### src/rtl/disp_pkg.sv
// Shared constants and the active-low seven-segment lookup for the display scanner.
//   NUM_DIGITS  : number of multiplexed digits on the board display
//   SEG_OFF     : segment pattern with every segment dark
//   seg7_lookup : hex nibble -> {g,f,e,d,c,b,a}, active-low
package disp_pkg;

   localparam int unsigned NUM_DIGITS = 8;
   localparam logic [6:0]  SEG_OFF    = 7'h7F;

   function automatic logic [6:0] seg7_lookup(input logic [3:0] i_hex);
      logic [6:0] w_seg;
      unique case (i_hex)
         4'h0: w_seg = 7'h40;
         4'h1: w_seg = 7'h79;
         4'h2: w_seg = 7'h24;
         4'h3: w_seg = 7'h30;
         4'h4: w_seg = 7'h19;
         4'h5: w_seg = 7'h12;
         4'h6: w_seg = 7'h02;
         4'h7: w_seg = 7'h78;
         4'h8: w_seg = 7'h00;
         4'h9: w_seg = 7'h10;
         4'hA: w_seg = 7'h08;
         4'hB: w_seg = 7'h03;
         4'hC: w_seg = 7'h46;
         4'hD: w_seg = 7'h21;
         4'hE: w_seg = 7'h06;
         4'hF: w_seg = 7'h0E;
         default: w_seg = SEG_OFF;
      endcase
      return w_seg;
   endfunction

endpackage

### src/rtl/hex_display_scanner_if.sv
// Bundle of the scanner's data/control inputs and display-drive outputs.
//   disp_data  : 8 packed hex nibbles, digit d in bits [4d+3:4d]
//   digit_en   : per-digit enable (0 keeps the digit dark)
//   dp_mask    : per-digit decimal point request (1 lights it)
//   lz_en      : leading-zero blanking enable
//   freeze     : hold the current snapshot across the next frame start
//   an         : anodes, active-low
//   seg        : {g,f,e,d,c,b,a}, active-low
//   dp         : decimal point, active-low
//   frame_tick : one-cycle pulse at each frame start
// master = register-file side driving the data, slave = the scanner.
interface hex_display_scanner_if;
   import disp_pkg::*;

   logic [31:0]           disp_data;
   logic [NUM_DIGITS-1:0] digit_en;
   logic [NUM_DIGITS-1:0] dp_mask;
   logic                  lz_en;
   logic                  freeze;
   logic [NUM_DIGITS-1:0] an;
   logic [6:0]            seg;
   logic                  dp;
   logic                  frame_tick;

   modport master (
      output disp_data, digit_en, dp_mask, lz_en, freeze,
      input  an, seg, dp, frame_tick
   );

   modport slave (
      input  disp_data, digit_en, dp_mask, lz_en, freeze,
      output an, seg, dp, frame_tick
   );

endinterface

### src/rtl/hex_to_seg7.sv
// Combinational hex-to-seven-segment decoder (active-low segments).
//   i_hex : 4-bit hex value
//   o_seg : {g,f,e,d,c,b,a}, 0 = segment lit
module hex_to_seg7
   import disp_pkg::*;
(
   input  logic [3:0] i_hex,
   output logic [6:0] o_seg
);

   assign o_seg = seg7_lookup(i_hex);

endmodule

### src/rtl/hex_display_scanner.sv
// Time-multiplexed driver for an 8-digit common-anode seven-segment display.
// Snapshots disp_data once per frame, then scans digits 0..7 with a blanked
// guard at the start of every dwell, optional leading-zero blanking and
// decimal-point control. All outputs are registered.
//   clock : system clock, posedge
//   reset : synchronous, active-high
//   bus   : slave side of hex_display_scanner_if (data/control in, drive out)
module hex_display_scanner
   import disp_pkg::*;
#(
   parameter int unsigned DIGIT_CYCLES = 100000,
   parameter int unsigned BLANK_CYCLES = 1000
) (
   input  logic                  clock,
   input  logic                  reset,
   hex_display_scanner_if.slave  bus
);

   localparam int unsigned    CNT_W     = (DIGIT_CYCLES > 1) ? $clog2(DIGIT_CYCLES) : 1;
   localparam int unsigned    IDX_W     = $clog2(NUM_DIGITS);
   localparam logic [CNT_W-1:0] CNT_LAST  = CNT_W'(DIGIT_CYCLES - 1);
   localparam logic [CNT_W-1:0] CNT_GUARD = CNT_W'(BLANK_CYCLES);

   logic [CNT_W-1:0]      r_cnt;
   logic [IDX_W-1:0]      r_idx;
   logic [31:0]           r_shadow;
   logic [NUM_DIGITS-1:0] r_an;
   logic [6:0]            r_seg;
   logic                  r_dp;
   logic                  r_frame_tick;

   logic                  w_frame_start;
   logic                  w_dwell_end;
   logic [3:0]            w_nibble;
   logic [6:0]            w_seg_code;
   logic [NUM_DIGITS-1:0] w_zero_from;
   logic                  w_lz_blank;
   logic [NUM_DIGITS-1:0] w_an;
   logic [6:0]            w_seg;
   logic                  w_dp;

   assign w_frame_start = (r_cnt == '0) && (r_idx == '0);
   assign w_dwell_end   = (r_cnt == CNT_LAST);

   // Dwell counter and digit index; idx wraps 7 -> 0 by overflow since
   // NUM_DIGITS is a power of two.
   always_ff @(posedge clock) begin
      if (reset) begin
         r_cnt <= '0;
         r_idx <= '0;
      end else if (w_dwell_end) begin
         r_cnt <= '0;
         r_idx <= r_idx + 1'b1;
      end else begin
         r_cnt <= r_cnt + 1'b1;
      end
   end

   // One snapshot per frame keeps a frame from mixing old and new digits.
   always_ff @(posedge clock) begin
      if (reset) begin
         r_shadow <= '0;
      end else if (w_frame_start && !bus.freeze) begin
         r_shadow <= bus.disp_data;
      end
   end

   // w_zero_from[d]: every nibble from d up to the top one is zero.
   for (genvar d = 0; d < NUM_DIGITS; d++) begin : g_zero_from
      assign w_zero_from[d] = ~|r_shadow[31:4*d];
   end

   assign w_nibble   = r_shadow[{r_idx, 2'b00} +: 4];
   assign w_lz_blank = bus.lz_en && (r_idx != '0) && w_zero_from[r_idx];

   hex_to_seg7 u_hex_to_seg7 (
      .i_hex (w_nibble),
      .o_seg (w_seg_code)
   );

   // Guard and disabled digits fully dark; leading-zero blank keeps the
   // anode and decimal point but suppresses the segments.
   always_comb begin
      w_an  = '1;
      w_seg = SEG_OFF;
      w_dp  = 1'b1;
      if ((r_cnt >= CNT_GUARD) && bus.digit_en[r_idx]) begin
         w_an[r_idx] = 1'b0;
         w_dp        = ~bus.dp_mask[r_idx];
         if (!w_lz_blank) begin
            w_seg = w_seg_code;
         end
      end
   end

   always_ff @(posedge clock) begin
      if (reset) begin
         r_an         <= '1;
         r_seg        <= SEG_OFF;
         r_dp         <= 1'b1;
         r_frame_tick <= 1'b0;
      end else begin
         r_an         <= w_an;
         r_seg        <= w_seg;
         r_dp         <= w_dp;
         r_frame_tick <= w_frame_start;
      end
   end

   assign bus.an         = r_an;
   assign bus.seg        = r_seg;
   assign bus.dp         = r_dp;
   assign bus.frame_tick = r_frame_tick;

endmodule

### src/flat_wrapper.sv
// flat-port wrapper written by rule: the top's interface ports become plain ports
module hex_display_scanner_flat import disp_pkg::*;
#(
   parameter int unsigned DIGIT_CYCLES = 100000,
   parameter int unsigned BLANK_CYCLES = 1000
)
  (clock, reset, bus_disp_data, bus_digit_en, bus_dp_mask, bus_lz_en, bus_freeze, bus_an, bus_seg, bus_dp, bus_frame_tick);
  hex_display_scanner_if bus_i ();
  input  logic clock;
  input  logic reset;
  input wire logic [$bits(bus_i.disp_data)-1:0] bus_disp_data;
  input wire logic [$bits(bus_i.digit_en)-1:0] bus_digit_en;
  input wire logic [$bits(bus_i.dp_mask)-1:0] bus_dp_mask;
  input wire logic [$bits(bus_i.lz_en)-1:0] bus_lz_en;
  input wire logic [$bits(bus_i.freeze)-1:0] bus_freeze;
  output wire logic [$bits(bus_i.an)-1:0] bus_an;
  output wire logic [$bits(bus_i.seg)-1:0] bus_seg;
  output wire logic [$bits(bus_i.dp)-1:0] bus_dp;
  output wire logic [$bits(bus_i.frame_tick)-1:0] bus_frame_tick;
  assign bus_i.disp_data = bus_disp_data;
  assign bus_i.digit_en = bus_digit_en;
  assign bus_i.dp_mask = bus_dp_mask;
  assign bus_i.lz_en = bus_lz_en;
  assign bus_i.freeze = bus_freeze;
  assign bus_an = bus_i.an;
  assign bus_seg = bus_i.seg;
  assign bus_dp = bus_i.dp;
  assign bus_frame_tick = bus_i.frame_tick;
  hex_display_scanner #(.DIGIT_CYCLES(DIGIT_CYCLES), .BLANK_CYCLES(BLANK_CYCLES)) u_core (.clock(clock), .reset(reset), .bus(bus_i));
endmodule
### config.mk
export PLATFORM = sky130hd
export DESIGN_NAME = hex_display_scanner_flat
export DESIGN_NICKNAME = d
export VERILOG_FILES = /design/src/rtl/disp_pkg.sv /design/src/rtl/hex_display_scanner_if.sv /design/src/rtl/hex_to_seg7.sv /design/src/rtl/hex_display_scanner.sv /design/src/flat_wrapper.sv
export SDC_FILE = /design/constraint.sdc
export NUM_CORES = 1
export LEC_CHECK = 0
export BUFFER_PORTS_ARGS = -buffer_cell sky130_fd_sc_hd__buf_2
export CAP_MARGIN = 40
export CORE_ASPECT_RATIO = 1.5
export CORE_UTILIZATION = 49
export DETAILED_ROUTE_END_ITERATION = 16
export GPL_ROUTABILITY_DRIVEN = 0
export MAX_ROUTING_LAYER = met4
export PLACE_DENSITY = 0.79
export SETUP_SLACK_MARGIN = 0.2
export SLEW_MARGIN = 40
export SYNTH_ARGS = -nofsm -noshare
export SYNTH_HDL_FRONTEND = slang
export SYNTH_SLANG_ARGS = --single-unit
### constraint.sdc
create_clock -name clock -period 2.4 [get_ports clock]
set_input_delay 0.48 -clock clock [delete_from_list [all_inputs] [get_ports clock]]
set_output_delay 0.48 -clock clock [all_outputs]
set_load 0.03 [all_outputs]
======== Word-level counts from Yosys, hierarchy flattened ========
Memories as Yosys holds them, arrays and structs flattened. A register that Yosys moved wholly into a read port is not among the register bits.
Cells that the tools add are included.
word-level totals
  register bits after elaboration ......... 62
  bits in latches ......................... 0
  bits in writable memories ............... 0
  memory bits (read-only) ................. 112
  input bits .............................. 52
  word-level logic and storage cells ...... 54
  memories kept ........................... 1
operators by class
  $add $sub $neg .......................... 2
  $mul .................................... 0
  div/mod/pow operators ................... 0
  magnitude comparators ................... 3
  equality and inequality tests ........... 1
  shift operators ......................... 1
  mux-type cells .......................... 8
  bitwise gates (word level) .............. 3
  reductions and logical operators ........ 29
memory list
  name              depth  bits a word  read ports  clocked after Yosys merged registers in  wr ports  line            RTL
  (name not given)  16     7            1           1                                        0         disp_pkg.sv:12  unique case (i_hex)
operators with widths
  cell                                                                                   count
  32-bit OR reduction                                                                    1
  32-bit by 6-bit indexed part select with 4-bit output                                  1
  28-bit OR reduction                                                                    1
  24-bit OR reduction                                                                    1
  20-bit OR reduction                                                                    1
  17-bit by 1-bit adder with 17-bit output, second input constant                        1
  17-bit equality test, second input constant                                            1
  17-bit by 10-bit greater-or-equal comparator with 1-bit output, second input constant  1
  17-bit logical NOT                                                                     1
  16-bit OR reduction                                                                    1
  12-bit OR reduction                                                                    1
  1-bit binary-select mux with 3-bit select                                              3
  1-bit logical NOT                                                                      9
  8-bit inverter                                                                         1
  8-bit OR reduction                                                                     1
  1-bit logical AND                                                                      6
  3-bit by 4-bit < comparator with 1-bit output, second input constant                   1
  1-bit two-way mux                                                                      4
  2-bit OR reduction                                                                     2
  4-bit OR reduction                                                                     1
  3-bit by 1-bit adder with 3-bit output, second input constant                          1
  1-bit demux with 3-bit select                                                          1
  3-bit by 1-bit greater-or-equal comparator with 1-bit output, second input constant    1
  3-bit logical NOT                                                                      1
  3 further kinds                                                                        4

======== Logic depth before layout (Yosys ltp) ========
Gate-level depths: netlist of run 1.
  depth in word-level cells ............... 6
  mapped depth ............................ 12

======== Hierarchy ========
Synthesis of run 1 repeated with hierarchy kept, for this count alone.
unflattened totals
  cells, all modules ...................... 388
  area, all modules ....................... 3423.3 um2
by module, submodules not included
  module               times used  cells each  area an instance (um2)
  hex_display_scanner  1           356         3148.0
  hex_to_seg7          1           32          275.3

======== Worst setup path after synthesis of run 1 ========
Ideal clock, no wire load.
  path type ............................... register -> register
  start ................................... register u_core.r_idx[1]
  end ..................................... register u_core.r_seg[0], in the netlist u_core.bus.seg[0]
  data arrival time ....................... 2.243 ns
  required time ........................... 2.271 ns
  path slack .............................. 0.028 ns
  stages on the path, launching flop included .. 9
  buffers on the path ..................... 1
  clock period less this slack ............ 2.372 ns
  path through ............................ dfxtp_1 > buf_6 > mux4_1 > mux2i_1 > inv_1 > ha_1 > or3_1 > o21ai_0 > o21ai_1
between the ends
  cells in the longest elaborated chain, start to end .. 5
  elaborated cells between the ends (all ways) .. 11
  classes of those cells .................. shift (1); mux (4); bitwise (1); reduce/logical (5)
RTL lines
  what                                       line                       RTL
  from (decl)                                hex_display_scanner.sv:25  logic [IDX_W-1:0] r_idx;
  from (signal assigned)                     hex_display_scanner.sv:53  r_idx <= r_idx + 1'b1;
  1-bit binary-select mux with 3-bit select  hex_display_scanner.sv:87  if ((r_cnt >= CNT_GUARD) && bus.digit_en[r_idx]) begin
  1-bit two-way mux (implied by the code)    hex_display_scanner.sv:87
  1-bit logical AND                          hex_display_scanner.sv:87
  1-bit inverter (no line)                   -
  3-bit OR reduction (no line)               -
  to (decl)                                  hex_display_scanner.sv:28  logic [6:0] r_seg;
Several ways; a longest one is shown, not always the timed one. The select of a mux whose other input is x is not followed.
A chain may end at the register's enable or synchronous reset.

======== Worst setup path in the final report of run 1 ========
Ends and elaborated chain as after synthesis.

==> metrics.md, run 1 <==
| Metric | Value |
|---|---|
| RSZ-0062 raised after global routing | false |
| Peak VDD IR | 0.423 mV |
| Setup CP Type | reg2reg |
| Critical R2R Launch | u_core.r_idx[1] |
| P_int | 1.88 mW |
| DR vias | 2980 |
| Syn nets | 450 |
| Drt pass-1 iters | 4 |
| H-tree depth | 3 |
| WP data required | 2.62 ns |
| CP Launch Type | register |
| Fin crit period | 2.11 ns |
| Crit-path max FO | 4 |
| Largest cells by area after synthesis | dfxtp_1 (41%), nand2_1 (10%), a21oi_1 (5.7%), nor2_1 (3.9%), ha_1 (3.7%) |
| Clk pwr share | 0.381 |
| Pwr dens | 617 nW/um^2 |
| Post-synth EDFFs | 0 |
| Register area | 1390 sq um |
| Leak | 1.59 nW |
| Crit path DAT | 2.34 ns |
| Clock slew at reported path FFs | 0.07 ns |
| Port bufs | 68 |
| Post-Route WL | 7940 um |
| Fin Setup TNS | 0 ns |
| WL/cell | 14.7 um |
| Peak Freq | 473 MHz |
| Vias per inst | 5.50 |
| Critical Path Start | u_core.r_idx[1] |
| CTS Buf Count | 9 |
| Dpl cells | 523 |
| Final hold violations | 0 |
| Worst slew pin tran | 0.702 ns |
| Max_slew headroom | 0.528 |
| Synth top area share | 0.411 |
| MaxCap Viol Count | 0 |
| Syn Inst Count | 388 |
| Fin crit share | 0.880 |
| Final ANT Viol Nets | 0 |
| Rows | 36 |
| Die height | 103 um |
| CORE AREA | 6580 sq um |
| I/O pin cnt | 69 |
| Proportion of layout cells with a drive suffix above 1 | 0.262 |
| Worst setup EP type | register |
| Largest net degree at the start of global routing | 40 |
| Final Power | 2.50 mW |
| Sw Ratio | 0.246 |
| Die area | 7200 sq um |
| Die X | 69.6 um |
| Logic pwr share | 0.126 |
| Clk sinks | 69 |
| Status | finished, final reports clean |
| Fin cells | 542 |
| Final #Nets | 525 |
| Post-synth ARST share | 0 |
| Initial antenna violation count | 0 |
| Diode count | 0 |
| Final Max Slew Viols | 0 |
| Hold/Removal Path Class | in2reg |
| DRT iter0 DRCs | 162 |
| Number of global-route vias before repair | 2786 |
| Starting Density | 0.511 |
| Reg2reg end | u_core.bus.seg[0] |
| Sw Pwr | 0.614 mW |
| Final setup viols | 0 |
| Clk root buf | clkbuf_8 |
| Synth-to-Final Area Change | 20.3% |
| Synth area leader | dfxtp_1 |
| Worst Skew | 0.00771 ns |
| Yosys cell types | 54 |
| Clock Path Buffers | 2 |
| Yosys reg bits | 69 |
| Sequential fraction of the synthesis area | 0.411 |
| Area of the mapped netlist | 3360 sq um |
| Global-route wire length before repair | 12600 um |
| Flop pwr share | 0.492 |
| Setup crit end | u_core.bus.seg[0] |
| Area of the multi-input gates | 1830 sq um |
| DR DRC count | 0 |
| Syn Area/Cell | 8.66 sq um |
| DP HPWL | 5830 um |
| R2R depth | 7 |
| GR Overflow Total | 0 |
| Gr usage total | 0.236 |
| R2r setup slk | 0.29 ns |
| Synth warn | 0 |
| Clock Latency Late Sink | 0.35 ns |
| Fillers | 593 |
| CTS tree | built |
| Top FF cell, synth | dfxtp_1 |
[worst min-delay path by stage]
stage,slack [ns],startpoint,cells past startpoint,end
after floorplan,0.43,u_core.r_cnt[0],1,u_core.r_cnt[0]
after global placement,0.44,u_core.r_cnt[0],1,u_core.r_cnt[0]
after detailed placement,0.46,u_core.r_cnt[0],1,u_core.r_cnt[0]
after CTS,0.36,bus_disp_data[18],3,u_core.r_shadow[18]
after global routing,0.36,bus_disp_data[23],3,u_core.r_shadow[23]
final,0.37,bus_disp_data[23],3,u_core.r_shadow[23]
[worst max-delay path: stages (launching register included)]
cell and delay (ns):
dfxtp_2 0.40, mux4_2 0.56, mux2i_4 0.18, inv_2 0.08, ha_1 0.23, or3_1 0.37
o21ai_0 0.09, o21ai_1 0.08
[per-layer routing]
| layer | up-vias | wire, um | global-route usage |
|---|---|---|---|
| met5 | - | 0 | - |
| met1 | 1375 | 3020 | 0.241 |
| met2 | 97 | 4270 | 0.405 |
| met4 | 0 | 275 | 0.168 |
| met3 | 25 | 376 | 0.0504 |
| li1 | 1483 | - | - |
[power by group through the flow]
stage	Combinational, mW	Sequential [mW]	Clock (mW)
2_1_floorplan	0.204	1.24	0
3_3_place_gp	0.293	1.25	0
3_5_place_dp	0.303	1.25	0
4_1_cts	0.305	1.23	0.975
5_1_grt	0.353	1.23	1.03
6_report	0.316	1.23	0.952
[flip-flops by register name (all words and copies together), names as in the netlist]
| name | count |
|---|---|
| u_core.r_idx | 3 |
| u_core.bus.frame_tick | 1 |
| u_core.r_shadow | 32 |
| u_core.r_cnt | 17 |
| u_core.bus.dp | 1 |
| u_core.bus.seg | 7 |
| u_core.bus.an | 8 |
[Yosys cell counts, drive strengths merged (5+ instances only)]
cell	number
ha	10
nor4	11
buf	15
nor2	35
nand2	90
a21oi	38
nand3	12
clkbuf	6
and3	5
xnor2	10
inv	11
o21ai	7
o211ai	7
or3	5
mux4	8
mux2i	5
xor2	7
dfxtp	69
[through the flow]
step	hold WS (ns)	setup slack [ns]	cell area (sq um)	utilization
after floorplan	0.430	0.219	3360	-
after global placement	0.444	0.135	3780	0.575
after detailed placement	0.455	0.117	3780	0.575
after CTS	0.357	0.184	3980	0.606
after global routing	0.361	0.197	4040	0.615
final	0.373	0.288	4040	0.615
[final cells by class]
| class | count | share of cell area |
|---|---|---|
| Clock inverter | 1 | 0.00743 |
| Tap cell | 76 | 0.0235 |
| Timing Repair Buffer | 85 | 0.121 |
| Inverter | 12 | 0.0111 |
| Sequential cell | 69 | 0.343 |
| Clock buffer | 13 | 0.0418 |
| Multi-Input combinational cell | 286 | 0.452 |
[cells by family (layout without fill, tap and decap cells)]
logic type      Yosys count  in the layout  share of synthesized area
compound gates           66             66                      0.126
simple gates            179            179                      0.256
xor+xnor                 17             17                     0.0443
fa+ha+maj                10             10                     0.0373
flops                    69             69                      0.411
buf+inv                  33            111                     0.0484
mux                      14             14                     0.0775
[placed cells by master (no fill, tap or decap), types with 2 or more instances in the layout]
master	synthesis	final
nand2_1	90	90
buf_2	10	68
dfxtp_1	69	67
a21oi_1	38	38
nor2_1	35	35
buf_4	3	14
nand3_1	12	12
clkbuf_8	0	12
inv_1	11	10
xnor2_1	10	10
ha_1	10	10
nor4_1	8	8
o211ai_1	7	7
xor2_1	7	7
mux4_2	4	6
o21ai_0	6	5
and3_1	5	5
nor3_1	4	4
or3_1	4	4
mux2i_1	4	3
nand4_1	3	3
nor4_4	2	3
or4_1	3	3
mux4_1	4	2
and2_1	2	2
o21ai_1	1	2
o221ai_2	2	2
buf_6	2	2
[timing repair]
action                     4_1_cts  5_1_grt
pin swaps                        1        1
hold buffers                     0        0
gates resized for setup          2        7
setup buffers                    0        5
setup endpoints to repair       39       39
Power figures use the tool's default switching activity.
==> inputs of run 2 (changes only) <==
--- a/config.mk
+++ b/config.mk
@@ -13,6 +13,7 @@
 export GPL_ROUTABILITY_DRIVEN = 0
 export MAX_ROUTING_LAYER = met4
 export PLACE_DENSITY = 0.79
+export RECOVER_POWER = 50
 export SETUP_SLACK_MARGIN = 0.2
 export SLEW_MARGIN = 40
 export SYNTH_ARGS = -nofsm -noshare
==> run 2 against run 1 <==
Clock power grew 0.5%. Combinational power shrank 1%. Setup slack lost 0.045 ns. Wire length grew 0.31%. Final cell count is the same. Power is essentially flat. First-iteration DRC count shrank 3.1%. Non-clock buffer count is the same. Via count grew 0.20%. Largest cell class unchanged.
==> metrics.md, run 2 (synthesis gave the netlist of run 1 again) <==
| Metric | Value |
|---|---|
| Status | finished, final reports clean |
| Largest register FFs | 32 |
| Pwr dens | 623 nW/um^2 |
| Die area | 7200 sq um |
| Reg with most FFs | u_core.r_shadow |
| Crit-path max FO | 10 |
| RSZ-0062 raised after global routing | false |
| Fin crit share | 0.899 |
| Starting Density | 0.511 |
| Initial antenna violation count | 0 |
| MaxCap Viol Count | 0 |
| Clock Path Buffers | 2 |
| P_int | 1.88 mW |
| Die X | 69.6 um |
| Final Power | 2.50 mW |
| Final setup viols | 0 |
| Hold/Removal Path Class | in2reg |
| Logic pwr share | 0.125 |
| Final hold violations | 0 |
| Fin Setup TNS | 0 ns |
| H-tree depth | 3 |
| CTS tree | built |
| GR Overflow Total | 0 |
| Hold-fix buffers, CTS | 0 |
| CP Launch Type | register |
| Gr usage total | 0.236 |
| Clk sinks | 69 |
| Worst slew pin tran | 0.749 ns |
| DR DRC count | 0 |
| I/O pin cnt | 69 |
| Peak VDD IR | 0.421 mV |
| Max_slew headroom | 0.496 |
| Proportion of layout cells with a drive suffix above 1 | 0.219 |
| Final #Nets | 525 |
| WL/cell | 14.7 um |
| Clk root buf | clkbuf_8 |
| Leak | 1.57 nW |
| Diode count | 0 |
| Die height | 103 um |
| CORE AREA | 6580 sq um |
| Hold WS | 0.369 ns |
| Fin crit period | 2.16 ns |
| Port bufs | 68 |
| Peak Freq | 464 MHz |
| Worst setup EP type | register |
| Vias per inst | 5.51 |
| Largest net degree at the start of global routing | 40 |
| Most frequent cells in the layout | nand2_1 (90), dfxtp_1 (67), buf_2 (51), a21oi_1 (38), nor2_1 (35) |
| Setup CP Type | reg2reg |
| Post-Route WL | 7970 um |
| Global-route wire length before repair | 12600 um |
| Post-route cell area | 4000 sq um |
| Sw Pwr | 0.619 mW |
| CTS Buf Count | 9 |
| Flop pwr share | 0.492 |
| Placed cell areas | 3780 sq um |
| Final Max Slew Viols | 0 |
| Rows | 36 |
| Commonest non-fill, non-tap cell in the layout | nand2_1 |
| Crit path DAT | 2.38 ns |
| DRT iter0 DRCs | 157 |
| Clk pwr share | 0.383 |
| Worst Skew | 0.00786 ns |
| DR vias | 2986 |
| Clock Latency Late Sink | 0.35 ns |
| Clock slew at reported path FFs | 0.07 ns |
| Number of global-route vias before repair | 2786 |
| Final ANT Viol Nets | 0 |
| Sw Ratio | 0.248 |
| DP HPWL | 5830 um |
| Drt pass-1 iters | 5 |
| Synth-to-Final Area Change | 19.2% |
| WP data required | 2.62 ns |
==> run 2: area by class of cell <==
class                      count  area, sq um
fill                         610         2570
multi-input combinational    286         1820
sequential                    69         1390
timing repair buffer          85          459
clock buffer                  13          169
tap                           76         95.1
inverter                      12         45.0
clock inverter                 1         30.0
==> run 2: final timing paths <==
path                     startpoint                   to  slack [ns]  cells after the start
setup / recovery    u_core.r_idx[2]    u_core.bus.seg[6]        0.24                      8
hold / removal    bus_disp_data[18]  u_core.r_shadow[18]        0.37                      3
setup reg to reg    u_core.r_idx[2]    u_core.bus.seg[6]        0.24                      8
hold reg to reg     u_core.r_cnt[0]      u_core.r_cnt[0]        0.47                      1
==> run 2: what timing repair did <==
action,4_1_cts,5_1_grt
pin swaps,1,1
gates resized for setup,2,7
endpoints found under the hold margin,0,0
setup endpoints to repair,39,39
setup buffers,0,5
==> run 2: worst max-delay path: stages (launching register included) <==
cell	delay, ns
dfxtp_4	0.38
buf_4	0.15
buf_4	0.17
nand2b_1	0.10
o22ai_1	0.08
o21ai_1	0.11
or4b_1	0.56
a31oi_4	0.32
o221ai_2	0.15
==> run 2: routing by layer <==
layer  share of wire  track usage  up-vias
met5               0            -        -
met4           0.044        0.168        0
met3           0.046       0.0504       32
met2            0.53        0.405       91
met1            0.38        0.241     1376
li1                -            -     1487
==> run 2: power by group through the flow <==
stage | logic, mW | registers, mW | clock network, mW
2_1_floorplan | 0.204 | 1.24 | 0
3_3_place_gp | 0.293 | 1.25 | 0
3_5_place_dp | 0.303 | 1.25 | 0
4_1_cts | 0.305 | 1.23 | 0.975
5_1_grt | 0.348 | 1.23 | 1.03
6_report | 0.312 | 1.23 | 0.957
==> run 2: stage by stage <==
step           std cells   util  worst slack, ns
2_1_floorplan        388      -            0.219
3_3_place_gp         523  0.575            0.135
3_5_place_dp         523  0.575            0.117
4_1_cts              537  0.606            0.184
5_1_grt              542  0.609            0.110
6_report             542  0.609            0.243
==> inputs of run 3 (changes only) <==
==> constraint.sdc (replaced) <==
create_clock -name clock -period 2.4 [get_ports clock]
set_input_delay 0.24 -clock clock [delete_from_list [all_inputs] [get_ports clock]]
set_output_delay 0.24 -clock clock [all_outputs]
set_load 0.03 [all_outputs]
==> run 3 against run 2 <==
Flip-flop and latch count is the same. Wire length hardly changed. Maximum frequency decreased by 1.9%. Sequential share of layout area up 0.17 points. Die area did not move. Clock skew fell by 0.0011 ns. Combinational power is 2% higher. Register-to-register slack got worse by 0.04 ns. Final area shrank 0.31%. Global-route usage rose by 0.075 points. Hold slack got worse by 0.24 ns. Critical path type unchanged. Largest power group unchanged.
==> metrics.md, run 3 (synthesis gave the netlist of run 1 again) <==
| Metric | Value |
|---|---|
| WP buf/inv | 2 |
| Fin crit share | 0.916 |
| Critical Path, Cell by Cell | buf_4 > buf_4 > nand2b_1 > o22ai_1 > o21ai_0 > or4b_1 > a31oi_4 > o221ai_2 |
| Util after Layout | 0.607 |
| Max incr delay on CP | 0.57 ns |
| Synth-to-Final Area Change | 18.9% |
| Die area | 7200 sq um |
| Status | finished, final reports clean |
| CTS tree | built |
| Largest net degree at the start of global routing | 40 |
| R2R depth | 8 |
| Clock Path Buffers | 2 |
| Worst setup EP type | register |
| Global-route wire length before repair | 12800 um |
| R2r setup slk | 0.20 ns |
| Fin crit period | 2.20 ns |
| CP Launch Type | register |
| Peak VDD IR | 0.403 mV |
| Gr usage total | 0.236 |
| Pwr dens | 591 nW/um^2 |
| CORE AREA | 6580 sq um |
| Most frequent cells in the layout | nand2_1 (90), dfxtp_1 (67), buf_2 (51), a21oi_1 (38), nor2_1 (35) |
| Diode count | 0 |
| Clock Latency Late Sink | 0.35 ns |
| Hold path depth | 3 |
| I/O pin cnt | 69 |
| DP HPWL | 5800 um |
| Clock slew at reported path FFs | 0.07 ns |
| Leak | 1.57 nW |
| Proportion of layout cells with a drive suffix above 1 | 0.231 |
| Setup CP Type | reg2reg |
| Die height | 103 um |
| CP top delay family | compound AO/OA/AOI/OAI gates |
| Final #Nets | 528 |
| Worst path most repeated cell | buf_4 |
| Worst Skew | 0.00679 ns |
| Clk root buf | clkbuf_8 |
| WP data required | 2.62 ns |
| Port bufs | 68 |
| DR vias | 2999 |
| Rows | 36 |
| Reg2reg end | u_core.bus.seg[6] |
| WL/cell | 14.6 um |
| Worst Hold End | u_core.r_shadow[28] |
| Worst slew pin tran | 0.587 ns |
| DR DRC count | 0 |
| RSZ-0062 raised after global routing | true |
| CTS Buf Count | 9 |
| Hold/Removal Path Class | in2reg |
| Final Max Slew Viols | 0 |
| Commonest non-fill, non-tap cell in the layout | nand2_1 |
| Final setup viols | 0 |
| Die X | 69.6 um |
| Number of global-route vias before repair | 2852 |
| Final ANT Viol Nets | 0 |
| Reg with most FFs | u_core.r_shadow |
| GR Overflow Total | 0 |
| Crit-path max FO | 10 |
| Final hold violations | 0 |
| Starting Density | 0.511 |
| Critical R2R Launch | u_core.r_idx[2] |
| Largest register FFs | 32 |
| Peak Freq | 455 MHz |
| Post-Route WL | 7970 um |
| Min-delay src | bus_disp_data[28] |
| Drt pass-1 iters | 4 |
| Clk sinks | 69 |
| Crit path DAT | 2.41 ns |
| Max_slew headroom | 0.605 |
| H-tree depth | 3 |
| Fin Setup TNS | 0 ns |
| Vias per inst | 5.48 |
| Initial antenna violation count | 0 |
| DRT iter0 DRCs | 127 |
| Critical path's slowest cell | or4b_1 |
| MaxCap Viol Count | 0 |
==> run 3: cell count changes in the layout (fill, tap and decap cells not counted), moves of 2 or more <==
| cell | delta |
|---|---|
| buf_4 | +4 |
| clkbuf_8 | -3 |
| clkinv_2 | +3 |
| clkinv_4 | +2 |
==> run 3: repair_timing <==
item | in CTS | in global routing
resized for setup | 3 | 6
pin swaps | 0 | 1
setup endpoints to repair | 31 | 48
setup buffers | 2 | 4
hold buffers | 0 | 0
==> run 3: power breakdown <==
part / leakage [nW] / internal [mW] / total (mW) / switching (mW)
Clock: 0.0860 / 0.372 / 0.817 / 0.445
Combinational: 0.924 / 0.144 / 0.318 / 0.174
Sequential: 0.562 / 1.19 / 1.23 / 0.0398
Total: 1.57 / 1.70 / 2.36 / 0.659
==> run 3: how the worst max path moves through the flow <==
| stage | startpoint | to | slack, ns | cells after the start |
|---|---|---|---|---|
| after floorplan | u_core.r_idx[1] | u_core.bus.seg[0] | 0.22 | 8 |
| after global placement | u_core.r_idx[2] | u_core.bus.seg[6] | 0.12 | 7 |
| after detailed placement | u_core.r_idx[2] | u_core.bus.seg[3] | 0.09 | 7 |
| after CTS | u_core.r_idx[1] | u_core.r_shadow[8] | 0.22 | 8 |
| after global routing | u_core.r_idx[2] | u_core.bus.seg[6] | 0.08 | 8 |
| final | u_core.r_idx[2] | u_core.bus.seg[6] | 0.20 | 8 |
==> run 3: area by class of cell <==
| class | instances | area (sq um) |
|---|---|---|
| multi-input cells | 286 | 1820 |
| well taps | 76 | 95.1 |
| clock inverters | 6 | 40.0 |
| clock buffers | 10 | 128 |
| flip-flops and latches | 69 | 1390 |
| fillers | 613 | 2580 |
| inverters | 12 | 45.0 |
| repair buffers | 88 | 477 |
==> run 3: stage by stage <==
step / setup slack [ns] / std cells / cell area [sq um] / hold WS [ns] / power (mW)
floorplan: 0.219 / 388 / 3360 / 0.380 / 1.44
global placement: 0.117 / 525 / 3790 / 0.443 / 1.55
detailed placement: 0.0941 / 525 / 3790 / 0.456 / 1.56
CTS: 0.225 / 543 / 3980 / 0.121 / 2.36
global route: 0.0796 / 547 / 3990 / 0.115 / 2.47
finish: 0.202 / 547 / 3990 / 0.126 / 2.36
==> run 3: metal layers <==
layer,track usage,vias to the layer above,wire [um]
met5,-,-,0
met4,0.141,0,286
met3,0.0494,23,320
met2,0.418,83,4200
met1,0.243,1401,3170
li1,-,1492,-
==> run 3: worst register-to-register path, stage by stage, from the launching register on <==
cell	delay (ns)
dfxtp_4	0.34
buf_4	0.15
buf_4	0.17
nand2b_1	0.10
o22ai_1	0.08
o21ai_0	0.17
or4b_1	0.57
a31oi_4	0.31
o221ai_2	0.16
